<file path="src/rtl/boot_loader_pkg.sv">
// Shared definitions for the boot loader: record word format, targets and FSM states.
// The bench stream generator uses the same word-format constants.
package boot_loader_pkg;

    localparam logic [1:0] TGT_IMEM = 2'b00;
    localparam logic [1:0] TGT_DMEM = 2'b01;
    localparam logic [1:0] TGT_RF   = 2'b10;
    localparam logic [1:0] TGT_GO   = 2'b11;

    localparam int TGT_MSB = 15;
    localparam int TGT_LSB = 14;
    localparam int CNT_W   = 14;

    typedef enum logic [1:0] {
        ST_HDR,
        ST_ADDR,
        ST_DATA,
        ST_DONE
    } state_t;

endpackage

</file>
<file path="src/rtl/boot_loader.sv">
// Framed image loader: decodes header/address/data records from a word stream and
// writes imem, dmem and register file, then releases the cpu on a GO record.
module boot_loader
    import boot_loader_pkg::*;
#(
    parameter int DATA_W    = 16,
    parameter int ADDR_W    = 12,
    parameter int RF_ADDR_W = 4
) (
    input  logic              clk,
    input  logic              rst,
    input  logic [DATA_W-1:0] in_data,
    input  logic              in_valid,
    output logic              in_ready,
    output logic              imem_we,
    output logic              dmem_we,
    output logic              rf_we,
    output logic [ADDR_W-1:0] wr_addr,
    output logic [DATA_W-1:0] wr_data,
    output logic              cpu_hold,
    output logic              load_done,
    output logic [15:0]       words_written
);

    state_t            state;
    state_t            state_nxt;
    logic [1:0]        tgt;
    logic [CNT_W-1:0]  count;
    logic [CNT_W-1:0]  remaining;
    logic [ADDR_W-1:0] addr;
    logic              xfer;

    assign xfer = in_valid & in_ready;

    // NOTE: sequential state uses non-blocking assignments so every register sees pre-edge values.
    always_ff @(posedge clk) begin
        if (rst) begin
            state <= ST_HDR;
        end else begin
            state <= state_nxt;
        end
    end

    // NOTE: next state gets a default first so no branch leaves it unassigned (no latch).
    always_comb begin
        state_nxt = state;
        case (state)
            ST_HDR: begin
                if (xfer) begin
                    state_nxt = (in_data[TGT_MSB:TGT_LSB] == TGT_GO) ? ST_DONE : ST_ADDR;
                end
            end
            ST_ADDR: begin
                if (xfer) begin
                    state_nxt = (count == '0) ? ST_HDR : ST_DATA;
                end
            end
            ST_DATA: begin
                if (xfer && remaining == CNT_W'(1)) begin
                    state_nxt = ST_HDR;
                end
            end
            default: state_nxt = ST_DONE;
        endcase
    end

    // Handshake and cpu control are pure state decodes: no path from in_valid.
    always_comb begin
        in_ready  = (state != ST_DONE);
        cpu_hold  = (state != ST_DONE);
        load_done = (state == ST_DONE);
    end

    always_ff @(posedge clk) begin
        if (rst) begin
            tgt           <= TGT_IMEM;
            count         <= '0;
            remaining     <= '0;
            addr          <= '0;
            imem_we       <= 1'b0;
            dmem_we       <= 1'b0;
            rf_we         <= 1'b0;
            wr_addr       <= '0;
            wr_data       <= '0;
            words_written <= '0;
        end else begin
            imem_we <= 1'b0;
            dmem_we <= 1'b0;
            rf_we   <= 1'b0;
            case (state)
                ST_HDR: begin
                    if (xfer) begin
                        tgt   <= in_data[TGT_MSB:TGT_LSB];
                        count <= in_data[CNT_W-1:0];
                    end
                end
                ST_ADDR: begin
                    if (xfer) begin
                        addr      <= in_data[ADDR_W-1:0];
                        remaining <= count;
                    end
                end
                ST_DATA: begin
                    if (xfer) begin
                        imem_we   <= (tgt == TGT_IMEM);
                        dmem_we   <= (tgt == TGT_DMEM);
                        rf_we     <= (tgt == TGT_RF);
                        // Register writes only see the low index bits, so they wrap 15 -> 0.
                        wr_addr   <= (tgt == TGT_RF) ?
                                     {{(ADDR_W-RF_ADDR_W){1'b0}}, addr[RF_ADDR_W-1:0]} : addr;
                        wr_data   <= in_data;
                        addr      <= addr + 1'b1;
                        remaining <= remaining - 1'b1;
                        if (words_written != 16'hFFFF) begin
                            words_written <= words_written + 16'd1;
                        end
                    end
                end
                default: ;
            endcase
        end
    end

endmodule

</file>
<file path="config.mk">
export PLATFORM = sky130hd
export DESIGN_NAME = boot_loader
export DESIGN_NICKNAME = d
export VERILOG_FILES = /design/src/rtl/boot_loader_pkg.sv /design/src/rtl/boot_loader.sv
export SDC_FILE = /design/constraint.sdc
export NUM_CORES = 1
export LEC_CHECK = 0
export ABC_AREA = 1
export BUFFER_PORTS_ARGS = -buffer_cell sky130_fd_sc_hd__buf_2
export CELL_PAD_IN_SITES_DETAIL_PLACEMENT = 0
export CELL_PAD_IN_SITES_GLOBAL_PLACEMENT = 1
export CORE_ASPECT_RATIO = 1.1
export CORE_UTILIZATION = 43
export CTS_BUF_LIST = sky130_fd_sc_hd__clkbuf_16
export DETAILED_ROUTE_END_ITERATION = 8
export HOLD_SLACK_MARGIN = 0.06
export PLACE_DENSITY = 0.95
export SETUP_SLACK_MARGIN = 0.05
export SKIP_LAST_GASP = 1
export SYNTH_ARGS = -nofsm -noshare
export SYNTH_HDL_FRONTEND = slang
export SYNTH_SLANG_ARGS = --single-unit
</file>
<file path="constraint.sdc">
create_clock -name clk -period 2.72 [get_ports clk]
set_clock_uncertainty 0.05 [all_clocks]
set_input_delay 0.816 -clock clk [delete_from_list [all_inputs] [get_ports clk]]
set_output_delay 0.816 -clock clk [all_outputs]
set_load 0.01 [all_outputs]
</file>
==> key figures <==
Die
  – Core area: approximately 10000 um^2
  – IO Count: 69
  – Rows: 38
  – Initial Utilization: 0.449
  – DIE HEIGHT: 109 um
  – Die Span X: 99.5 um
  – Die area: roughly 11000 um^2

STA
  – Final setup vio count: 0
  – Worst hold slack: roughly 0.40 ns
  – Final setup TNS: 0 ns
  – Relative slew slack: 0.452
  – Max frequency: 487 MHz
  – Slew at the pin with the worst max-slew slack: 0.820 ns
  – Final Hold Viols: 0
  – Final period demand of the worst path: 2.05 ns
  – Max-slew violation count: 0
  – RSZ-0062 raised after global routing: false
  – Worst Setup Slack, final: 0.668 ns
  – Final period utilization: 0.754

Yosys
  – XOR/XNOR share of the synthesized area: 0.0195
  – Leading area contributor after synthesis: dfxtp_1
  – Average size of a mapped cell: between 6 and 7 um^2
  – Top-count cell post-synth: nand2_1
  – Post-synth top area share: 0.405
  – Top FF cell, synth: dfxtp_1
  – Simple-Gate Fraction of Synth Area: 0.288
  – YS warnings: 0
  – Syn Inst Count: 660
  – Yosys reg bits: 91
  – Sequential fraction of the synthesis area: 0.405
  – Area of the mapped netlist: 4500 um^2
  – Number of synthesized flops with an enable pin: 0
  – Post-synthesis compound-gate area fraction: 0.178
  – Main combinational cell family by area after synthesis: simple AND/OR/NAND/NOR gates
  – Unique masters post-synth: 36
  – Syn_nets: approximately 700
  – Most area-consuming cells after synthesis: dfxtp_1, nand2_1, nor2_1, o21ai_0, a21oi_1
  – Synth cell count leaders: nand2_1, nor2_1, dfxtp_1, o21ai_0, a21oi_1
  – Adder-Cell Fraction of Synth Area: 0.0222
  – Ys async rst share: 0
  – Mux cell area share after synthesis: 0

Clock tree
  – TritonCTS clock tree: built
  – Hold bufs inserted after CTS: 0
  – CTS buffer count: 9
  – CTS clk-pin slew, worst paths: 0.07 ns
  – Clk_lat worst skew: 0.34 ns
  – Resize count post-CTS: 0
  – H-tree depth: 3
  – Postcts setup bufs: 0
  – CTS Buffer Depth: 2
  – Clock root cell: clkbuf_16
  – CTS Sinks: a little over 90

Critical path
  – Worst path cell trace: inv_1 > ha_1 > inv_2 > buf_4 > nor2_8 > inv_2 > nand2_1 > a21oi_1
  – Critical path data arrival time: 2.27 ns
  – Top cell by count, worst path: inv_2
  – Worst path max stage delay: 0.38 ns
  – Worst reg2reg path depth: 8
  – CP Launch Point: state[0]
  – Worst r2r src: state[0]
  – Register-to-Register Setup Slack: 0.67 ns
  – Critical-path maximum fanout: 27
  – CP Data Required Time: 2.94 ns
  – Worst setup EP type: register
  – Reg-to-reg endpoint: wr_addr[10]
  – Setup Crit Path Kind: register to register
  – CP max stage cell: dfxtp_1
  – Startpoint types: register

Route
  – Post-route DRC: 0
  – First-pass DRT Iterations: 4
  – Via density per instance: 5.10
  – Antenna-violating nets left: 0
  – Routed wire per std cell: 13.5 um
  – First DRT Iteration DRCs: 337
  – WL final: 11600 um
  – Vias: 4382

Placed design
  – Worst slack, placed: about 0.52 ns
  – Dpl cell area: 4890 um^2
  – GPL Wtd Cong: 0.833
  – Port Buffers: 68
  – Placed Instances: 844
  – Post-DP HPWL: 8080 um

Final layout
  – Fin cells: 860
  – Register area: around 1800 um^2
  – Nets: 742
  – Fin area: approximately 5300 um^2
  – Area Overhead vs Synth: 17.0%
  – N_diodes: 0
  – Multi-input gate area: 2280 um^2
  – Fill cell count: 1003
  – Ratio of cells with drive above 1 in the final layout: 0.158
  – Fin util: 0.525

Hold path
  – Hold Path End: imem_we
  – Worst hold start: tgt[0]
  – Worst Hold Class: register to register
  – Hold Path Depth: 1

Power and ir drop
  – Lkg Pwr: ~2.3 nW
  – Pwr Total: 4.87 mW
  – Power Density: slightly above 900 nW/um^2
  – Peak supply drop: 0.520 mV

GRT
  – Vias in the first global route: 4024
  – Congestion Overflow GR: 0
  – Tot GR Track Use: 0.222
  – First-pass GRT wire length: between 15000 and 20000 um
  – Initial antenna violation count: 0
  – Largest net degree at the start of global routing: 46

Status
  – Status: completed

Run
  – Max Cap Violations: 0
## metal layers
| metal | wire, um | vias up | GRT usage |
|---|---|---|---|
| met5 | 0 | - | 0 |
| met4 | 180 | 0 | 0.0914 |
| met3 | 621 | 13 | 0.0305 |
| met2 | 5370 | 139 | 0.368 |
| met1 | 5420 | 1991 | 0.294 |
| li1 | - | 2239 | - |
## worst max-delay path, delay by kind of cell, from the launching register on
family | cells | cell delay (ns)
AO/OA/AOI/OAI | 1 | 0.15
buffers and inverters | 4 | 0.94
adder cells (fa/ha/maj) | 1 | 0.22
AND/OR/NAND/NOR | 2 | 0.20
flip-flops | 1 | 0.38
## how the worst max path moves through the flow
stage,slack (ns),endpoint
CTS,0.66,wr_addr[10]
floorplan,1.0,in_ready
detailed placement,0.52,count[11]
global route,0.43,count[2]
finish,0.67,wr_addr[10]
global placement,0.58,count[13]
## state kept, by name, indices dropped and copies added (netlist names)
name and flops:
remaining 14, wr_addr 12, rf_we 1, dmem_we 1
imem_we 1, count 14, wr_data 16, addr 12
state 2, words_written 16, tgt 2
## cell families (layout without fill, tap and decap cells)
kind of cell | after synthesis | count (layout)
DFF | 91 | 91
AOI/OAI and AO/OA | 148 | 148
adders and majority gates | 8 | 8
xor gates and xnor gates | 10 | 10
and+or+nand+nor | 313 | 313
buffers and inverters | 90 | 150
## report_power, final
part,switching [mW],leakage (nW),internal [mW]
sequential,0.158,0.741,1.56
clock,0.549,0.181,1.00
combinational,1.09,1.34,0.515
total,1.79,2.26,3.08
## area by class of cell
class	instances	area share
multi-input cells	479	0.434
well taps	140	0.0333
repair buffers	74	0.0732
inverters	60	0.0433
clock buffers	9	0.0428
clock inverters	7	0.0278
flip-flops and latches	91	0.346
## placed cells by master, fill, tap and decap left out, types with 5 or more instances in the layout
master,n
nand2_1,157
nor2_1,101
dfxtp_1,91
buf_2,68
o21ai_0,65
a21oi_1,61
inv_1,55
nand3_1,32
a21oi_2,10
clkbuf_16,9
ha_1,8
nor3_1,7
xnor2_1,6
buf_4,6
nand2_2,5
nand4_1,5
Note: power is estimated with default switching activity, not from simulation.
